## config.mk

```make
export PLATFORM = sky130hd
export DESIGN_NAME = pipe_stage_reg_flat
export DESIGN_NICKNAME = d
export VERILOG_FILES = /design/src/rtl/pipe_stage_reg_if.sv /design/src/rtl/pipe_stage_reg.sv /design/src/flat_wrapper.sv
export SDC_FILE = /design/constraint.sdc
export NUM_CORES = 1
export LEC_CHECK = 0
export BUFFER_PORTS_ARGS = -buffer_cell sky130_fd_sc_hd__buf_4
export CAP_MARGIN = 15
export CORE_MARGIN = 2
export CORE_UTILIZATION = 35
export CTS_CLUSTER_DIAMETER = 30
export DETAILED_ROUTE_END_ITERATION = 8
export PLACE_DENSITY = 0.67
export SYNTH_ARGS = -nofsm -noshare
export SYNTH_HDL_FRONTEND = slang
export SYNTH_SLANG_ARGS = --single-unit
```

## constraint.sdc

```tcl
create_clock -name clk -period 2.13 [get_ports clk]
set_input_delay 0.426 -clock clk [delete_from_list [all_inputs] [get_ports clk]]
set_output_delay 0.426 -clock clk [all_outputs]
set_load 0.05 [all_outputs]
```

## src/rtl/pipe_stage_reg_if.sv

```systemverilog
// pipe_stage_reg_if: one valid/ready link carrying a PC and an instruction word.
// master drives valid/pc/inst and samples ready; slave is the receiving side.
interface pipe_stage_reg_if #(
    parameter int unsigned PC_W   = 32,
    parameter int unsigned INST_W = 32
);
    logic              valid;
    logic              ready;
    logic [PC_W-1:0]   pc;
    logic [INST_W-1:0] inst;

    modport master (
        output valid,
        output pc,
        output inst,
        input  ready
    );

    modport slave (
        input  valid,
        input  pc,
        input  inst,
        output ready
    );
endinterface

```

## src/rtl/pipe_stage_reg.sv

```systemverilog
// pipe_stage_reg: elastic pipeline-stage register with a two-entry skid buffer.
// The main register drives the downstream link. The skid register absorbs the one
// entry that can arrive after downstream stalls, so upstream ready is purely registered.
// Optional feature: define PIPE_STALL_CNT_EN to add the saturating stall_cnt output.
module pipe_stage_reg #(
    parameter int unsigned PC_W   = 32,
    parameter int unsigned INST_W = 32,
    parameter int unsigned CNT_W  = 16
) (
    input  logic               clk,
    input  logic               rst,
    input  logic               flush,
`ifdef PIPE_STALL_CNT_EN
    output logic [CNT_W-1:0]   stall_cnt,
`endif
    pipe_stage_reg_if.slave    up,
    pipe_stage_reg_if.master   dn
);

    logic              m_valid_q, m_valid_d;
    logic [PC_W-1:0]   m_pc_q, m_pc_d;
    logic [INST_W-1:0] m_inst_q, m_inst_d;
    logic              s_valid_q, s_valid_d;
    logic [PC_W-1:0]   s_pc_q, s_pc_d;
    logic [INST_W-1:0] s_inst_q, s_inst_d;

    logic accept_in;
    logic accept_out;
    logic reload;

    assign accept_in  = up.valid && !s_valid_q;
    assign accept_out = m_valid_q && dn.ready;
    assign reload     = !m_valid_q || accept_out;

    // in_ready depends only on skid occupancy, never on downstream ready.
    assign up.ready = !s_valid_q;
    assign dn.valid = m_valid_q;
    assign dn.pc    = m_pc_q;
    assign dn.inst  = m_inst_q;

    // Next-state for main and skid slots; empty slots always hold zero data.
    always_comb begin
        m_valid_d = m_valid_q;
        m_pc_d    = m_pc_q;
        m_inst_d  = m_inst_q;
        s_valid_d = s_valid_q;
        s_pc_d    = s_pc_q;
        s_inst_d  = s_inst_q;
        if (flush) begin
            m_valid_d = 1'b0;
            m_pc_d    = '0;
            m_inst_d  = '0;
            s_valid_d = 1'b0;
            s_pc_d    = '0;
            s_inst_d  = '0;
        end else if (reload) begin
            if (s_valid_q) begin
                m_valid_d = 1'b1;
                m_pc_d    = s_pc_q;
                m_inst_d  = s_inst_q;
                // accept_in is false here since in_ready = !s_valid.
                s_valid_d = 1'b0;
                s_pc_d    = '0;
                s_inst_d  = '0;
            end else if (accept_in) begin
                m_valid_d = 1'b1;
                m_pc_d    = up.pc;
                m_inst_d  = up.inst;
            end else begin
                m_valid_d = 1'b0;
                m_pc_d    = '0;
                m_inst_d  = '0;
            end
        end else if (accept_in) begin
            s_valid_d = 1'b1;
            s_pc_d    = up.pc;
            s_inst_d  = up.inst;
        end
    end

    // Slot registers with synchronous active-low reset.
    always_ff @(posedge clk) begin
        if (!rst) begin
            m_valid_q <= 1'b0;
            m_pc_q    <= '0;
            m_inst_q  <= '0;
            s_valid_q <= 1'b0;
            s_pc_q    <= '0;
            s_inst_q  <= '0;
        end else begin
            m_valid_q <= m_valid_d;
            m_pc_q    <= m_pc_d;
            m_inst_q  <= m_inst_d;
            s_valid_q <= s_valid_d;
            s_pc_q    <= s_pc_d;
            s_inst_q  <= s_inst_d;
        end
    end

`ifdef PIPE_STALL_CNT_EN
    logic [CNT_W-1:0] stall_cnt_q;
    logic [CNT_W-1:0] stall_cnt_d;

    assign stall_cnt = stall_cnt_q;

    // Count back-pressured cycles, saturating; flush does not clear it.
    always_comb begin
        stall_cnt_d = stall_cnt_q;
        if (m_valid_q && !dn.ready && (stall_cnt_q != {CNT_W{1'b1}})) begin
            stall_cnt_d = stall_cnt_q + 1'b1;
        end
    end

    // Stall counter register, cleared only by reset.
    always_ff @(posedge clk) begin
        if (!rst) begin
            stall_cnt_q <= '0;
        end else begin
            stall_cnt_q <= stall_cnt_d;
        end
    end
`endif

endmodule

```

## src/flat_wrapper.sv

```systemverilog
// flat-port wrapper written by rule: the top's interface ports become plain ports
module pipe_stage_reg_flat 
#(
    parameter int unsigned PC_W   = 32,
    parameter int unsigned INST_W = 32,
    parameter int unsigned CNT_W  = 16
)
  (clk, rst, flush, up_valid, up_pc, up_inst, up_ready, dn_valid, dn_pc, dn_inst, dn_ready);
  pipe_stage_reg_if #(.PC_W(PC_W), .INST_W(INST_W)) up_i ();
  pipe_stage_reg_if #(.PC_W(PC_W), .INST_W(INST_W)) dn_i ();
  input  logic clk;
  input  logic rst;
  input  logic flush;
  input wire logic [$bits(up_i.valid)-1:0] up_valid;
  input wire logic [$bits(up_i.pc)-1:0] up_pc;
  input wire logic [$bits(up_i.inst)-1:0] up_inst;
  output wire logic [$bits(up_i.ready)-1:0] up_ready;
  output wire logic [$bits(dn_i.valid)-1:0] dn_valid;
  output wire logic [$bits(dn_i.pc)-1:0] dn_pc;
  output wire logic [$bits(dn_i.inst)-1:0] dn_inst;
  input wire logic [$bits(dn_i.ready)-1:0] dn_ready;
  assign up_i.valid = up_valid;
  assign up_i.pc = up_pc;
  assign up_i.inst = up_inst;
  assign up_ready = up_i.ready;
  assign dn_valid = dn_i.valid;
  assign dn_pc = dn_i.pc;
  assign dn_inst = dn_i.inst;
  assign dn_i.ready = dn_ready;
  pipe_stage_reg #(.PC_W(PC_W), .INST_W(INST_W), .CNT_W(CNT_W)) u_core (.clk(clk), .rst(rst), .flush(flush), .up(up_i), .dn(dn_i));
endmodule
```

**Yosys cells after proc, flatten, opt, wreduce, memory -nomap -nowiden**

Index checks and enable logic that the tools add are counted.

- Reduce and logical (&&, ||, !) cells: 9
- Mux-type cells: 11
- Bitwise gates (word level): 1
- Eq/ne operators: 1

Operator list:

| cell | number |
|---|---|
| $mux 32 | 9 |
| $reduce_or 3->1 | 1 |
| $logic_and 1x1->1 | 2 |
| $logic_not 1->1 | 2 |
| $mux 1 | 2 |
| $ne 2x1->1 const B | 1 |
| $reduce_and 2->1 | 1 |
| $reduce_bool 2->1 | 1 |
| $reduce_or 2->1 | 1 |
| $logic_or 1x1->1 | 1 |
| $not 1->1 | 1 |

- Word-level logic and storage cells: 28
- Output and inout bits: 66
- Input bits: 69
- Flip-flop bits (word level): 130

**Longest topological paths before layout**

Gate-level depths: netlist of run 1.

- Depth in word-level cells: 4
- Gate-level depth with buffers: 6
- Depth with buffers taken out: 3

**Worst setup path before layout of run 1**

Ideal clock, no wire load.

- Path type: reg-to-reg
- Start: register u_core.m_valid_q, in the netlist u_core.dn.valid
- End: register u_core.s_inst_q[0]
- Setup time: 0.060 ns
- Stages on the path, launching flop included: 6
- Period minus slack after synthesis: 1.735 ns
- Data required time: 2.070 ns
- Path slack: 0.395 ns
- Arrival: 1.676 ns
- Buffers on the path: 2
- Cells stage by stage: dfxtp_1 > nand2b_1 > buf_6 > a211oi_4 > buf_6 > a22o_1

- Cells in the longest elaborated chain, start to end: 4
- Elaborated cells on any way between the ends: 7

RTL lines:

| what | RTL line | source |
|---|---|---|
| start, declared | pipe_stage_reg.sv:20 | `logic m_valid_q, m_valid_d;` |
| start signal, assigned | pipe_stage_reg.sv:91 | `m_valid_q <= m_valid_d;` |
| $logic_not 1->1 / $logic_and 1x1->1 (equally long branches) | pipe_stage_reg.sv:33, pipe_stage_reg.sv:32 |  |
| $logic_or 1x1->1 (*) | pipe_stage_reg.sv:33 | `assign reload = !m_valid_q \|\| accept_out;` |
| $ne 2x1->1 (no line) / $reduce_bool 2->1 (equally long branches) | n/a |  |
| $reduce_and 2->1 (no line) | n/a |  |
| end signal, assigned | pipe_stage_reg.sv:96 | `s_inst_q <= s_inst_d;` |
| end, declared | pipe_stage_reg.sv:25 | `logic [INST_W-1:0] s_inst_q, s_inst_d;` |

Every way passes the cells marked *; elsewhere a longest branch is shown, timed or not.
A chain may end at the register's enable or synchronous reset.

**Worst setup path after layout of run 1**

- Start: register u_core.s_valid_q
- End: output port up_ready

- Cells in the longest elaborated chain, start to end: 1

RTL lines:

| what | RTL line | source |
|---|---|---|
| start, declared | pipe_stage_reg.sv:23 | `logic s_valid_q, s_valid_d;` |
| start signal, assigned | pipe_stage_reg.sv:94 | `s_valid_q <= s_valid_d;` |
| $logic_not 1->1 | pipe_stage_reg.sv:36 | `assign up.ready = !s_valid_q;` |
| end, declared | flat_wrapper.sv:17 | `output wire logic [$bits(up_i.ready)-1:0] up_ready;` |

No other way between the ends.

==> results.json, run 1 <==
{
  "htreeDepth": 4,
  "drt-initial-drc-count": 425,
  "path_clk_slew_ps": 60,
  "hold_class": "primary input to flop",
  "status": "finished clean",
  "n_antenna_cell": 0,
  "critPathArrivalTime_ps": 1600,
  "dpl.hpwl_um": 8681,
  "synth_commonest_cells": "130 x dfxtp_1, 102 x nand3_1, 63 x a22o_1",
  "coreArea_um2": 13300,
  "die_w_um": 121.1,
  "yosysMostFrequentCell": "dfxtp_1",
  "syn_nets": 564,
  "fillers": 1196,
  "hold_start": "up_inst[16]",
  "cts_tree": "built",
  "period_share_pct": 94.91,
  "relSlewSlack_pct": 61.94,
  "syn_inst": 495,
  "endpoint_kind": "output pin",
  "power_per_cell_area_nw_per_um2": 918.4,
  "setup_violations": 0,
  "yosys.area.top_type": "dfxtp_1",
  "total_leakage_power_uw": 0.002677,
  "grt_pass1_vias": 4287,
  "ant_nets": 0,
  "rsz0062_at_grt": "no",
  "yosysWarnings": 0,
  "drt-total-wl_um": 13470,
  "rows": 42,
  "synth-main-ff-cell": "dfxtp_1",
  "grt_overflow": 0,
  "num-nets-final": 683,
  "grt_usage_pct": 18.88,
  "cts-buffers-inserted": 17,
  "post-route-drc-count": 0,
  "crit_path_start_kind": "flop",
  "synth_cell_types": 24,
  "drive_gt1_share_pct": 30.14,
  "cts_hold_buf": 0,
  "fmax_ghz": 0.4947,
  "synthArstFlopShare_pct": 0,
  "period_minus_slack_ps": 2022,
  "clk_path_buf_depth": 2,
  "area_growth_pct": 36.93,
  "totalPowerFinal_uw": 6033,
  "seqCellArea_um2": 2606,
  "synth-seq-area-share_pct": 54.25,
  "r2r-start": "u_core.s_valid_q",
  "start_util_pct": 36.08,
  "multi_input_comb_area_um2": 1947,
  "grt_pass1_wl_um": 21500,
  "worstSetupStartpoint": "u_core.s_valid_q",
  "hold_viol_final": 0,
  "grt_max_degree": 59,
  "ir_worst_vdd_mv": 0.4749,
  "die-height_um": 121.1,
  "via_per_inst": 5.483,
  "cp.required_ps": 1700,
  "synth.cell_area_um2": 4797,
  "synth_area_per_cell_um2": 9.691,
  "synth_top_area_share_pct": 54.25,
  "io_buffers": 134,
  "drt-wirelength-per-cell_um": 16.78,
  "worstSetupPathType": "flop to output pin",
  "synth_edf_count": 0,
  "clockRootBuffer": "clkbuf_16",
  "clock_latency_ps": 420,
  "antenna_found_initial": 0,
  "crit_fanout": 23,
  "firstDrtPassIters": 4,
  "yosys_register_bits": 130,
  "num_vias": 4403,
  "pin_count": 135,
  "tns_ps": 0,
  "skew_ps": 8.227,
  "die-area_um2": 14660,
  "maxCapViolations": 0,
  "finalWeightedCongestion": 0.8095,
  "drv_slew": 0,
  "worstMarginPinSlew_ps": 571.0,
  "clkSinkCount": 130,
  "synthTopCellsByArea": "dfxtp_1 54%, a22o_1 12%, nand3_1 11%"
}
[cells in the final DEF, fill, tap and decap left out, drive strengths merged]
cell	count
dfxtp	130
nor2b	3
o21ai	1
buf	152
and3	13
and4bb	1
a21oi	2
nor3	3
clkinv	3
a211oi	1
a22oi	1
clkbuf	24
nand2	53
inv	1
clkinvlp	2
a31oi	51
o2bb2ai	1
a22o	63
nand3	102
bufinv	3
nand2b	3
a221o	12
nor2	2
[registers in the layout (all words and copies together), names as in the netlist]
name,cells
u_core.dn.inst,32
u_core.dn.pc,32
u_core.s_inst_q,32
u_core.s_pc_q,32
u_core.dn.valid,1
u_core.s_valid_q,1
[routing by layer]
metal,global-route usage (%),vias up,part of all wire [%]
li1,-,2085,-
met1,24.37,2118,44
met2,29.32,175,47
met3,5.075,25,6.9
met4,8.794,0,1.9
met5,0,-,0
[cell type report]
cell class                 count  share of cell area, %
clock buffer                  24                  7.638
clock inverter                 8                  1.886
inverter                       1                0.05714
multi-input combinational    312                  29.64
sequential                   130                  39.68
tap                          176                  3.352
timing repair buffer         152                  17.75
[path summary, 6_finish.rpt]
check,slack (ps),endpoint,depth (start not counted)
max reg2reg,440,u_core.s_inst_q[9],4
min reg2reg,480,u_core.dn.pc[23],2
max,110,up_ready,3
min,220,u_core.s_inst_q[16],2
[worst max-delay path: stages, from the launching register on]
cell	delay, ps
dfxtp_4	500
buf_4	330
inv_1	120
buf_4	210
[logic make-up (layout without fill, tap and decap cells)]
group / after synthesis / after routing / synth area share (%)
DFF: 130 / 130 / 54.25
buffers and inverters: 53 / 185 / 5.634
and+or+nand+nor: 180 / 180 / 18.39
AOI/OAI and AO/OA: 132 / 132 / 21.73
[report_power, final]
part           internal [uW]  leakage (uW)  switching, uW
logic                    187       0.00132            306
registers               2470       0.00105           24.8
clock network           1990      0.000302           1050
total                   4650       0.00268           1380
[metrics by stage]
step | worst slack (ps) | area [um2] | hold WS (ps) | utilization (%) | std cells
finish | 108.5 | 6569 | 224.1 | 49.41 | 803
global placement | 418.8 | 5941 | 462.0 | 44.68 | 771
detailed placement | 381.4 | 5941 | 464.2 | 44.68 | 771
global route | 25.03 | 6569 | 215.0 | 49.41 | 803
floorplan | 394.7 | 4797 | 450.0 | - | 495
CTS | 96.02 | 6569 | 206.7 | 49.41 | 803
[timing repair]
item / 4_1_cts / 5_1_grt
setup buffers: 0 / 0
resized for setup: 1 / 0
endpoints found under the setup margin: 1 / 0
(Power assumes the default switching activity.)
==> run 2: changes to the inputs <==
- CTS_CLUSTER_DIAMETER: 30 -> 80
- MAX_ROUTING_LAYER: not set -> met4
==> run 2 against run 1 <==
Global-route usage up 0.56 points. Flip-flop and latch count stayed put. Critical path type unchanged. Maximum frequency up 0.47%. Highest routed layer unchanged. Combinational power about the same.
==> results.json, run 2 (same netlist as run 1, synthesis figures left out) <==
{
  "num-nets-final": 683,
  "fmax_ghz": 0.4970,
  "rsz0062_at_grt": "no",
  "dpl.cell_count": 771,
  "htreeDepth": 4,
  "hold_viol_final": 0,
  "postCtsSetupBuffers": 0,
  "cp.required_ps": 1700,
  "setup_violations": 0,
  "final_common_cell": "buf_4",
  "critPathMaxStageDelay_ps": 490,
  "path_clk_slew_ps": 60,
  "use_met1_pct": 24.87,
  "final_cell_mix": "150 x buf_4, 129 x dfxtp_1, 102 x nand3_1",
  "cts_tree": "built",
  "post-route-drc-count": 0,
  "die_w_um": 121.1,
  "period_minus_slack_ps": 2012,
  "clockRootBuffer": "clkbuf_16",
  "drt-wirelength-per-cell_um": 16.78,
  "top_usage_layer": "met2",
  "ant_nets": 0,
  "drive_gt1_share_pct": 30.14,
  "dpl.hpwl_um": 8681,
  "relSlewSlack_pct": 62.42,
  "die-area_um2": 14660,
  "worstMarginPinSlew_ps": 563.7,
  "drv_slew": 0,
  "final-instance-count-excl-fill": 803,
  "tns_ps": 0,
  "totalPowerFinal_uw": 6029,
  "grtUsageMet2_pct": 29.14,
  "crit_path_start_kind": "flop",
  "period_share_pct": 94.47,
  "final_util_pct": 49.41,
  "cp_slowest_cell": "dfxtp_4",
  "num_vias": 4417,
  "ir_worst_vdd_mv": 0.4702,
  "power_per_cell_area_nw_per_um2": 917.8,
  "firstDrtPassIters": 4,
  "critPathArrivalTime_ps": 1590,
  "pin_count": 135,
  "grt_overflow": 0,
  "clkSinkCount": 130,
  "grt_pass1_vias": 4268,
  "crit_family": "buffers and inverters",
  "die-height_um": 121.1,
  "grt_usage_pct": 19.44,
  "worstSetupPathType": "flop to output pin",
  "cp.buffers_inverters": 3,
  "cts_hold_buf": 0,
  "clk_path_buf_depth": 2,
  "worstPathCellList": "buf_4, inv_1, buf_4",
  "cts-buffers-inserted": 17,
  "total_leakage_power_uw": 0.002677,
  "grtUsageMet3_pct": 5.216,
  "status": "finished clean",
  "path_common_cell": "buf_4",
  "drt-initial-drc-count": 429,
  "worst_hold_slack_ps": 227.6,
  "crit_fanout": 23,
  "endpoint_kind": "output pin",
  "hold_class": "primary input to flop",
  "grt_pass1_wl_um": 21510,
  "grt_max_degree": 59,
  "drt-total-wl_um": 13480,
  "start_util_pct": 36.08,
  "antenna_found_initial": 0,
  "clock_latency_ps": 420,
  "io_buffers": 134,
  "area_growth_pct": 36.93,
  "via_per_inst": 5.501,
  "n_antenna_cell": 0,
  "rows": 42,
  "finalWeightedCongestion": 0.8214,
  "coreArea_um2": 13300,
  "skew_ps": 7.190,
  "maxCapViolations": 0
}
[run 2: cell counts in the layout (fill, tap and decap cells not counted)]
Identical to the previous run, type by type.
[run 2: area by class of cell]
class / count / area [um2]
Clock buffer: 24 / 501.7
Timing Repair Buffer: 152 / 1166
Inverter: 1 / 3.754
Sequential cell: 130 / 2606
Multi-Input combinational cell: 312 / 1947
Clock inverter: 8 / 123.9
Fill cell: 1196 / 6726
Tap cell: 176 / 220.2
[run 2: final timing paths]
| check | start | end | slack [ps] | cells after the start |
|---|---|---|---|---|
| hold / removal | up_inst[16] | u_core.s_inst_q[16] | 230 | 2 |
| setup reg to reg | u_core.s_valid_q | u_core.s_inst_q[9] | 450 | 4 |
| hold reg to reg | u_core.dn.pc[23] | u_core.dn.pc[23] | 480 | 2 |
| setup / recovery | u_core.s_valid_q | up_ready | 120 | 3 |
[run 2: timing repair]
action	CTS	global route
hold endpoints to repair	0	0
endpoints found under the setup margin	1	0
resized for setup	1	0
[run 2: where the power goes]
part	leakage [uW]	internal [uW]	switching, uW
Clock	0.000302	1990	1040
Sequential	0.00105	2470	24.9
Combinational	0.00132	187	306
[run 2: metal layers]
metal  part of all wire, %  vias up
met5                     0        -
met4                   1.5        0
met3                   6.4       17
met2                    47      173
met1                    45     2142
li1                      -     2085
[run 2: stage by stage]
step	setup slack (ps)	instance area [um2]
floorplan	394.7	4797
global placement	418.8	5941
detailed placement	381.4	5941
CTS	96.02	6569
global route	19.62	6569
finish	117.9	6569
